**src/rtl/riscv_store_pkg.sv**
```systemverilog
// riscv_store_pkg: shared definitions for the store path.
//   - funct3 store codes (SB/SH/SW/SD)
//   - byte-lane count and data width of the write port
//   - helpers that turn a store size into a base strobe and a byte mask
package riscv_store_pkg;

  localparam int LANES  = 8;
  localparam int DATA_W = LANES * 8;

  localparam logic [2:0] F3_SB = 3'b000;
  localparam logic [2:0] F3_SH = 3'b001;
  localparam logic [2:0] F3_SW = 3'b010;
  localparam logic [2:0] F3_SD = 3'b011;

  // Strobe for a store of this size placed at lane 0; zero for illegal codes.
  function automatic logic [LANES-1:0] base_strobe(input logic [2:0] f3);
    logic [LANES-1:0] s;
    case (f3)
      F3_SB:   s = 8'h01;
      F3_SH:   s = 8'h03;
      F3_SW:   s = 8'h0F;
      F3_SD:   s = 8'hFF;
      default: s = 8'h00;
    endcase
    return s;
  endfunction

  // Expand each strobe bit into a full byte of ones.
  function automatic logic [DATA_W-1:0] byte_mask(input logic [LANES-1:0] strb);
    logic [DATA_W-1:0] m;
    m = {DATA_W{1'b0}};
    for (int i = 0; i < LANES; i++) begin
      m[i*8 +: 8] = {8{strb[i]}};
    end
    return m;
  endfunction

endpackage

```
**src/rtl/riscv_store_align.sv**
```systemverilog
// riscv_store_align: combinational store lane placement and legality check.
// Ports:
//   func_code [2:0]  funct3 of the store
//   addr_off  [2:0]  byte offset within the 64-bit word
//   data      [63:0] store source; only the low size bytes are used
//   wstrb     [7:0]  byte enables (0 when the store faults)
//   wdata     [63:0] data moved to its byte lanes, unused lanes zero
//   misalign         offset not a multiple of the access size
//   illegal          funct3 is not a store code
module riscv_store_align
  import riscv_store_pkg::*;
(
  input  logic [2:0]        func_code,
  input  logic [2:0]        addr_off,
  input  logic [DATA_W-1:0] data,
  output logic [LANES-1:0]  wstrb,
  output logic [DATA_W-1:0] wdata,
  output logic              misalign,
  output logic              illegal
);

  logic [LANES-1:0]  base_s;
  logic [DATA_W-1:0] masked_s;
  logic [5:0]        shamt_s;

  assign base_s   = base_strobe(func_code);
  assign masked_s = data & byte_mask(base_s);
  assign shamt_s  = {addr_off, 3'b000};

  // Legality: size-natural alignment, and funct3[2] set is never a store.
  always_comb begin
    misalign = 1'b0;
    illegal  = 1'b0;
    case (func_code)
      F3_SB:   misalign = 1'b0;
      F3_SH:   misalign = addr_off[0];
      F3_SW:   misalign = |addr_off[1:0];
      F3_SD:   misalign = |addr_off;
      default: illegal  = 1'b1;
    endcase
  end

  // Lane placement; the shift is done at full width so nothing wraps past lane 7.
  always_comb begin
    wstrb = 8'h00;
    wdata = {DATA_W{1'b0}};
    if (misalign || illegal) begin
      wstrb = 8'h00;
      wdata = {DATA_W{1'b0}};
    end else begin
      wstrb = base_s << addr_off;
      wdata = masked_s << shamt_s;
    end
  end

endmodule

```
**src/rtl/riscv_store.sv**
```systemverilog
// riscv_store: MEM-stage store unit driving one aligned 64-bit memory write.
// Ports:
//   clk, rst              clock and synchronous active-high reset
//   req_valid/req_ready   store request handshake (ready only in IDLE)
//   req_addr, req_data    byte address and rs2 source
//   func_code             funct3 (SB/SH/SW/SD, 1xx illegal)
//   mem_wvalid/mem_wready write handshake to data memory
//   mem_waddr/wdata/wstrb aligned address, lane-shifted data, byte enables
//   store_done            one-cycle pulse after the write is accepted
//   store_err, err_addr   one-cycle pulse plus address for a faulting store
module riscv_store
  import riscv_store_pkg::*;
#(
  parameter int WIDTH  = 64,
  parameter int ADDR_W = 64
) (
  input  logic              clk,
  input  logic              rst,
  input  logic              req_valid,
  output logic              req_ready,
  input  logic [ADDR_W-1:0] req_addr,
  input  logic [WIDTH-1:0]  req_data,
  input  logic [2:0]        func_code,
  output logic              mem_wvalid,
  input  logic              mem_wready,
  output logic [ADDR_W-1:0] mem_waddr,
  output logic [WIDTH-1:0]  mem_wdata,
  output logic [7:0]        mem_wstrb,
  output logic              store_done,
  output logic              store_err,
  output logic [ADDR_W-1:0] err_addr
);

  typedef enum logic [1:0] {
    ST_IDLE = 2'd0,
    ST_BUSY = 2'd1,
    ST_ERR  = 2'd2
  } state_e;

  state_e            state_r;
  state_e            state_next_s;

  logic [LANES-1:0]  al_strb_s;
  logic [WIDTH-1:0]  al_data_s;
  logic              al_misalign_s;
  logic              al_illegal_s;
  logic              fault_s;
  logic              accept_s;

  logic              mem_wvalid_r;
  logic [ADDR_W-1:0] mem_waddr_r;
  logic [WIDTH-1:0]  mem_wdata_r;
  logic [7:0]        mem_wstrb_r;
  logic              store_done_r;
  logic              store_err_r;
  logic [ADDR_W-1:0] err_addr_r;

  riscv_store_align u_align (
    .func_code (func_code),
    .addr_off  (req_addr[2:0]),
    .data      (req_data),
    .wstrb     (al_strb_s),
    .wdata     (al_data_s),
    .misalign  (al_misalign_s),
    .illegal   (al_illegal_s)
  );

  assign fault_s  = al_misalign_s | al_illegal_s;
  assign accept_s = (state_r == ST_IDLE) & req_valid;

  // Ready depends on state only so upstream never sees a combinational loop.
  assign req_ready = (state_r == ST_IDLE);

  // State register.
  always_ff @(posedge clk) begin
    if (rst) begin
      state_r <= ST_IDLE;
    end else begin
      state_r <= state_next_s;
    end
  end

  // Next-state logic; BUSY only leaves on a completed write handshake.
  always_comb begin
    state_next_s = state_r;
    case (state_r)
      ST_IDLE: begin
        if (req_valid) begin
          if (fault_s) begin
            state_next_s = ST_ERR;
          end else begin
            state_next_s = ST_BUSY;
          end
        end else begin
          state_next_s = ST_IDLE;
        end
      end
      ST_BUSY: begin
        if (mem_wready) begin
          state_next_s = ST_IDLE;
        end else begin
          state_next_s = ST_BUSY;
        end
      end
      ST_ERR:  state_next_s = ST_IDLE;
      default: state_next_s = ST_IDLE;
    endcase
  end

  // Registered outputs; write payload is captured once and held until accepted.
  always_ff @(posedge clk) begin
    if (rst) begin
      mem_wvalid_r <= 1'b0;
      mem_waddr_r  <= {ADDR_W{1'b0}};
      mem_wdata_r  <= {WIDTH{1'b0}};
      mem_wstrb_r  <= 8'h00;
      store_done_r <= 1'b0;
      store_err_r  <= 1'b0;
      err_addr_r   <= {ADDR_W{1'b0}};
    end else begin
      mem_wvalid_r <= (state_next_s == ST_BUSY);
      store_done_r <= (state_r == ST_BUSY) & mem_wready;
      store_err_r  <= (state_next_s == ST_ERR);
      if (accept_s && !fault_s) begin
        mem_waddr_r <= {req_addr[ADDR_W-1:3], 3'b000};
        mem_wdata_r <= al_data_s;
        mem_wstrb_r <= al_strb_s;
      end else begin
        mem_waddr_r <= mem_waddr_r;
        mem_wdata_r <= mem_wdata_r;
        mem_wstrb_r <= mem_wstrb_r;
      end
      if (accept_s && fault_s) begin
        err_addr_r <= req_addr;
      end else begin
        err_addr_r <= err_addr_r;
      end
    end
  end

  assign mem_wvalid = mem_wvalid_r;
  assign mem_waddr  = mem_waddr_r;
  assign mem_wdata  = mem_wdata_r;
  assign mem_wstrb  = mem_wstrb_r;
  assign store_done = store_done_r;
  assign store_err  = store_err_r;
  assign err_addr   = err_addr_r;

endmodule

```
**config.mk**
```make
export PLATFORM = sky130hd
export DESIGN_NAME = riscv_store
export DESIGN_NICKNAME = d
export VERILOG_FILES = /design/src/rtl/riscv_store_pkg.sv /design/src/rtl/riscv_store_align.sv /design/src/rtl/riscv_store.sv
export SDC_FILE = /design/constraint.sdc
export NUM_CORES = 1
export LEC_CHECK = 0
export CELL_PAD_IN_SITES_DETAIL_PLACEMENT = 0
export CELL_PAD_IN_SITES_GLOBAL_PLACEMENT = 2
export CORE_UTILIZATION = 26
export CTS_CLUSTER_DIAMETER = 60
export DETAILED_ROUTE_END_ITERATION = 10
export GPL_TIMING_DRIVEN = 0
export PLACE_DENSITY_LB_ADDON = 0.1
export SLEW_MARGIN = 20
export SYNTH_ARGS = -nofsm -noshare
export SYNTH_HDL_FRONTEND = slang
export SYNTH_SLANG_ARGS = --single-unit
```
**constraint.sdc**
```tcl
create_clock -name clk -period 3.9 [get_ports clk]
set_input_delay 0.39 -clock clk [delete_from_list [all_inputs] [get_ports clk]]
set_output_delay 0.39 -clock clk [all_outputs]
set_load 0.01 [all_outputs]
```
# Word-level counts from Yosys, hierarchy flattened
# Index checks and enable logic that the tools add are counted.
# classes
addsub	0
n_mul	0
n_div	0
n_lt_le_gt_ge	0
n_eq_ne	6
shift	2
n_mux	9
n_bitwise	4
reduce_logical	9
# op_table
operator	n
$and 64x64->64	1
$mux 64	1
$shl 64x6->64	1
$pmux 8 s4	1
$mux 8	1
$shl 8x3->8	1
$eq 3x2->1 const B	2
$eq 2x1->1 const B	2
$mux 2	2
$pmux 2 s2	1
$reduce_or 4->1	1
$eq 3x1->1 const B	1
$logic_not 3->1	1
$pmux 1 s3	1
$reduce_or 3->1	1
$and 1x1->1	2
$eq 2x2->1 const B	1
$logic_and 1x1->1	2
$logic_not 2->1	1
$mux 1	2
$reduce_or 2->1	1
$logic_not 1->1	1
$logic_or 1x1->1	1
$or 1x1->1	1
# word_totals
ff_bits	202
latch_bits	0
mem_bits_rw	0
mem_bits_ro	0
output_inout_bits	204
word_cells	38
n_memories	0

# Longest topological paths before layout
# Gate-level depths: netlist (run 1).
# logic_depth
word_depth	8
mapped_depth	8

# Hierarchy
# From an unflattened synthesis (run 1), not the netlist that was laid out.
# hier_totals
cells_unflattened	1134
area_unflattened_um2	11055.6
# by_module_without_submodules
module	instances	cells_per_inst	area_per_inst_um2	seq_area_each_um2
riscv_store	1	807	8692.1	4043.9
riscv_store_align	1	327	2363.5	0.0

# Least setup slack after synthesis (run 1)
# No wires, ideal clock.
# synth_timing
path_kind	input to register
from	input req_addr[0]
to	register mem_wdata_r[62], in the netlist mem_wdata[62]
setup_time_ns	0.132
t_arrival_ns	1.563
setup_slack_ns	2.205
stages	7
path_buffers	3
path_cell_list	buf_2 buf_6 buf_6 mux2i_1 o22ai_1 a221oi_1 nor3_1
# synth_between
elab_chain_len	5
# synth_lines
element	line_no	source
start, declared	riscv_store.sv:21	input logic [ADDR_W-1:0] req_addr,
branches (longest 5 deep; another with $shl 64x6->64)	--	
end signal, assigned	riscv_store.sv:115	mem_wdata_r <= {WIDTH{1'b0}};
end signal, assigned	riscv_store.sv:126	mem_wdata_r <= al_data_s;
end signal, assigned	riscv_store.sv:130	mem_wdata_r <= mem_wdata_r;
end, declared	riscv_store.sv:52	logic [WIDTH-1:0] mem_wdata_r;
# Several ways; the timed one is not identified.
# A chain may end at the register's enable or synchronous reset.

# Worst setup path in the final report (run 1)
# layout_timing
from	input func_code[0]
to	register mem_wdata_r[46], in the netlist mem_wdata[46]
# layout_between
elab_chain_len	6
# layout_lines
element	line_no	source
start, declared	riscv_store.sv:23	input logic [2:0] func_code,
branches (longest 6 deep; another with $and 64x64->64)	--	
# Several ways; the timed one is not identified.

==> impl_metrics.tcl, run 1 <==
set metrics [dict create \
    drtIter0Drc 579 \
    switching_share 0.2636 \
    initial_utilization 0.2654 \
    syn_avg_cell_area_um2 8.001 \
    worst_pin_slew_ps 781.0 \
    overflow 0 \
    ctsLongestPathBuffers 3 \
    synth-seq-area-share 0.4671 \
    hold_buffers 0 \
    firstDrtPassIters 5 \
    drive_above_1_share 0.08538 \
    clk_latency_ps 550 \
    critPathKind "in2reg" \
    synth_xor_area_frac 0 \
    tns_ps 0 \
    synthSimpleGateAreaFrac 0.2197 \
    cts_resized 0 \
    fin_nets 1581 \
    grt_pass1_vias 8976 \
    synth_top_family_by_area "simple AND/OR/NAND/NOR gates" \
    clock_skew_ps 6.184 \
    clkTransAtPathRegs_ps 60 \
    synth_edf_count 0 \
    numClockSinks 202 \
    syn_area_mm2 0.008657 \
    dp_hpwl_um 29210 \
    antenna_found_initial 3 \
    max-cap-violations 0 \
    vias_per_cell 4.802 \
    hp-class "in2reg" \
    regToRegSetupSlack_ps 1800 \
    wl_per_cell_um 20.50 \
    fmax_mhz 451.9 \
    cts_made_buffers 28 \
    place_inst 1858 \
    power_density_mw_per_mm2 422.5 \
    fp.dieH_um 184.5 \
    finalMaxSlewViolations 0 \
    synth-seq-cells 202 \
    grt_pass1_wl_um 56590 \
    start_kind "primary input" \
    worstPathRequired_ps 4310 \
    synth_compound_area_frac 0.2034 \
    setup_viol 0 \
    outcome "completed" \
    port_buffers 332 \
    finalWorstSetupSlack_ps 1687 \
    p_seq_frac 0.384 \
    ios 339 \
    drc 0 \
    timing.final.crit_share 0.5674 \
    power.leakage_nw 4.836 \
    ir_drop_mv 0.3246 \
    synth_mux_area_frac 0.05131 \
    root_buffer "clkbuf_16" \
    synth_adder_area_share 0 \
    netlist_instances 1082 \
    ant_nets 0 \
    internal_power_mw 4.202 \
    async_flop_share 0 \
    ys_warn_count 0 \
    fin_util 0.4140 \
    drt-total-wl_um 39090 \
    cts.htree.levels 1 \
    synth_cell_types 56 \
    slew_headroom 0.4794 \
    fillCellCount 3433 \
    die_area_mm2 0.03403 \
    worstSetupEndpointType "flop" \
    area_delta_synth_final_pct 56.01 \
    period_needed_ps 2213 \
    grt_setup_unrepaired "no" \
    p_switching_mw 1.504 \
    grt_max_degree 16 \
    gp_congestion 0.8800 \
    core_region_area_mm2 0.03262 \
    place_ws_ps 1132 \
    power_mw 5.707 \
    grt_util_all_layers 0.2228 \
    share_comb_of_total_power 0.156 \
    hold_viol 0 \
    die_x_um 184.5 \
    cts_tree "built" \
    synthFlopType "dfxtp_1" \
    row_count 66 \
    cp.arrival_ps 2620 \
    cp_max_fo 10 \
    postCtsSetupRepairBufs 0 \
    final_cells 1907 \
    clkPwrFrac 0.460 \
    vias 9157 \
]
-- kinds of logic (layout without fill, tap and decap cells) --
logic type / Yosys count / count (layout)
compound gates: 293 / 293
simple gates: 450 / 450
other cells: 1 / 4
flops: 202 / 202
mux: 34 / 34
buf+inv: 102 / 482
-- layer usage --
| layer | GRT usage | vias to the layer above | wire length [um] |
|---|---|---|---|
| li1 | - | 4462 | - |
| met1 | 0.2932 | 4249 | 17220 |
| met2 | 0.3615 | 377 | 17990 |
| met3 | 0.04722 | 65 | 2847 |
| met4 | 0.07067 | 4 | 1009 |
| met5 | 0 | - | 29 |
-- critical path, stage by stage --
cell,delay [ps]
clkdlybuf4s50_1,580
o21ai_1,360
o211a_1,240
clkbuf_1,530
o221ai_1,320
o21ai_0,140
nor2_1,60
-- path summary, 6_finish.rpt --
path / start / end / cells past startpoint
setup / recovery: func_code[0] / mem_wdata[46] / 7
hold / removal: req_addr[2] / mem_wstrb[0] / 4
setup reg to reg: state_r[1] / mem_wdata[46] / 6
hold reg to reg: mem_wdata[59] / mem_wdata[59] / 2
-- layout by cell type (no fill, tap or decap), drive strengths merged, types with 5 or more instances in the layout --
master and instances:
nand3 23, o21ai 16, a21o 5, a21oi 180, nand2 301, o22ai 16, o221ai 10, buf 61
nor2 64, mux4 8, a32oi 6, a221oi 5, a22o 5, nor2b 9, dfxtp 202, clkdlybuf4s50 332
nor3 28, a22oi 28, mux2i 23, clkbuf 77
-- power by group through the flow --
stage	sequential (mW)	clock [mW]	combinational, mW
3_3_place_gp	2.23	0	0.891
3_5_place_dp	2.24	0	0.890
2_1_floorplan	2.27	0	0.349
4_1_cts	2.19	2.70	0.893
6_report	2.19	2.63	0.890
5_1_grt	2.20	2.79	0.957
-- per-stage QoR --
stage               area [um2]  hold slack [ps]
floorplan                 8665            457.0
global placement         12540            427.5
detailed placement       12540            428.4
CTS                      13500            275.9
global route             13510            308.0
finish                   13510            300.7
-- area by class of cell --
class	count	area, um2	share of cell area
repair buffers	332	3323	0.2461
multi-input cells	780	4118	0.3049
clock inverters	8	146.4	0.01084
well taps	442	553.0	0.04095
flip-flops and latches	202	4044	0.2994
inverters	4	15.01	0.001112
plain buffers	98	488.0	0.03613
diodes	1	2.502	0.0001853
clock buffers	40	815.8	0.06040
-- synth_stat cells (all sizes together) (5+ instances only) --
| library cell | n | area, um2 |
|---|---|---|
| o21ai | 16 | 80.07 |
| mux2i | 23 | 230.2 |
| o221ai | 10 | 87.58 |
| nand3 | 23 | 115.1 |
| o22ai | 16 | 100.1 |
| a21o | 5 | 37.54 |
| nor2b | 9 | 56.30 |
| a22oi | 28 | 220.2 |
| buf | 61 | 349.1 |
| nand2 | 301 | 1130 |
| clkbuf | 37 | 138.9 |
| mux4 | 8 | 180.2 |
| a21oi | 180 | 900.9 |
| nor3 | 28 | 140.1 |
| nor2 | 64 | 250.2 |
| dfxtp | 202 | 4044 |
| a22o | 5 | 43.79 |
| a32oi | 6 | 52.55 |
| a221oi | 5 | 43.79 |
-- registers in the layout, summed over array words and instances (netlist names) --
name and cells:
store_done 1, mem_waddr 61, err_addr 64, mem_wstrb 8, store_err 1, mem_wvalid 1, mem_wdata 64, state_r 2
(Power assumes the default switching activity.)
==> inputs of run 2 (changes only) <==
Settings changed: CORE_UTILIZATION 26 to 24.
Clock period 3.9 ns to 2.1 ns, I/O delays scaled along.
==> run 2 against run 1 <==
Utilization down 3.2 points. Highest routed layer unchanged. Register-to-register slack worse by 1600 ps. Worst setup slack worse by 1600 ps. Combinational power up 85%. Largest power group unchanged. Critical path type unchanged. Worst hold slack worse by 200 ps. Clock skew up 16 ps. Die area up 8.2%. Routed wire length up 0.91%. Via count down 0.22%. Non-clock buffer count unchanged. First-iteration DRC count down 23%. Final cell count up 1.3%.
==> impl_metrics.tcl, run 2 (synthesis gave the netlist of run 1 again) <==
set metrics [dict create \
    outcome "completed" \
    cts_made_buffers 29 \
    hp-class "in2reg" \
    power_density_mw_per_mm2 797.8 \
    ir_drop_mv 0.5626 \
    core_region_area_mm2 0.03557 \
    cp-startpoint "func_code[0]" \
    cp_max_fo 10 \
    fillCellCount 3753 \
    row_count 69 \
    grt_pass1_vias 8903 \
    power_mw 10.85 \
    reg2reg_from "state_r[1]" \
    path_cells "clkdlybuf4s50_1 > buf_2 > o21a_1 > mux2i_1 > o22ai_1 > a221oi_1 > nor3_1" \
    initial_utilization 0.2434 \
    fmax_mhz 501.0 \
    most-common-layout-cells "clkdlybuf4s50_1, nand2_1, dfxtp_1" \
    vias_per_cell 4.729 \
    reg2reg_depth 6 \
    drc 0 \
    worstSetupEndpointType "flop" \
    gp_congestion 0.8666 \
    final_common_cell "clkdlybuf4s50_1" \
    start_kind "primary input" \
    fp.dieH_um 191.9 \
    antenna_found_initial 4 \
    overflow 0 \
    drtIter0Drc 446 \
    fin_nets 1582 \
    period_needed_ps 1996 \
    worst_pin_slew_ps 774.5 \
    worstPathRequired_ps 2510 \
    ios 339 \
    timing.final.crit_share 0.9506 \
    clkTransAtPathRegs_ps 60 \
    clock_skew_ps 22.44 \
    ctsLongestPathBuffers 3 \
    grt_setup_unrepaired "no" \
    dp_hpwl_um 29730 \
    critPathKind "in2reg" \
    whs_endpoint "mem_wstrb[0]" \
    slew_headroom 0.4837 \
    drt-total-wl_um 39440 \
    hold_buffers 0 \
    numClockSinks 202 \
    firstDrtPassIters 5 \
    slowest_delay_ps 580 \
    power.leakage_nw 4.869 \
    port_buffers 332 \
    grt_pass1_wl_um 56910 \
    hold_start "req_addr[2]" \
    critPathSlowestCell "clkdlybuf4s50_1" \
    area_delta_synth_final_pct 57.05 \
    place_inst 1877 \
    cts.htree.levels 1 \
    setup_viol 0 \
    final_cells 1932 \
    cp.arrival_ps 2410 \
    grt_util_all_layers 0.2068 \
    die_area_mm2 0.03684 \
    whs_path_depth 4 \
    finalMaxSlewViolations 0 \
    cts_tree "built" \
    hold_viol 0 \
    vias 9137 \
    root_buffer "clkbuf_16" \
    ant_nets 0 \
    clk_latency_ps 570 \
    regToRegSetupSlack_ps 230 \
    grt_max_degree 16 \
    wl_per_cell_um 20.42 \
    max-cap-violations 0 \
    die_x_um 191.9 \
    drive_above_1_share 0.08918 \
    reg2reg_to "mem_wdata[44]" \
]
-- run 2: worst max-delay path: cells and delay by family --
family,cells,cell delay [ps]
AO/OA/AOI/OAI,3,840
buffers and inverters,2,870
multiplexers,1,400
AND/OR/NAND/NOR,1,80
-- run 2: cell type report --
type,instances,area (um2),share of cell area
plain buffers,98,494.2,0.03635
diodes,2,5.005,0.0003681
inverters,4,15.01,0.001104
repair buffers,332,3323,0.2444
clock buffers,43,858.3,0.06313
well taps,461,576.8,0.04243
multi-input cells,780,4123,0.3032
clock inverters,10,156.4,0.01150
flip-flops and latches,202,4044,0.2974
-- run 2: worst max path at each step --
stage	end	slack (ps)	cells past startpoint
final	mem_wdata[62]	100	7
after floorplan	mem_wdata[62]	580	7
after detailed placement	mem_wdata[59]	-480	8
after CTS	mem_wstrb[3]	80	6
after global routing	mem_wdata[62]	3	7
after global placement	mem_wdata[59]	-510	7
-- run 2: metrics by stage --
| stage | cell area (um2) | util | setup slack (ps) | setup TNS, ps | hold slack (ps) |
|---|---|---|---|---|---|
| after global routing | 13600 | 0.3822 | 2.842 | 0 | 125.5 |
| after CTS | 13580 | 0.3818 | 84.21 | 0 | 82.70 |
| after floorplan | 8665 | - | 584.7 | 0 | 346.0 |
| after detailed placement | 12560 | 0.3532 | -476.0 | -52700 | 438.9 |
| after global placement | 12560 | 0.3532 | -509.0 | -48570 | 432.7 |
| final | 13600 | 0.3822 | 103.8 | 0 | 98.68 |
-- run 2: layer usage --
layer	wire, um	GRT usage	vias to the layer above
met3	2935	0.04477	84
met2	17870	0.3284	348
met5	30	0	-
met1	17300	0.2754	4235
li1	-	-	4466
met4	1310	0.07021	4
-- run 2: timing repair --
action / in CTS / in global routing
setup endpoints to repair: 0 / 6
buffers inserted: 0 / 0
gates resized for setup: 0 / 5
-- run 2: where the power goes --
part           internal (mW)  leakage [nW]  switching (mW)
clock network           3.21         0.497            1.91
logic                  0.760          2.73           0.894
registers               3.99          1.64          0.0815
total                   7.96          4.87            2.89
==> inputs of run 3 (changes only) <==
Settings changed: HOLD_SLACK_MARGIN set to 0.06.
==> results of run 3 <==
The final DEF is identical to that of run 2; final timing and power are the same.
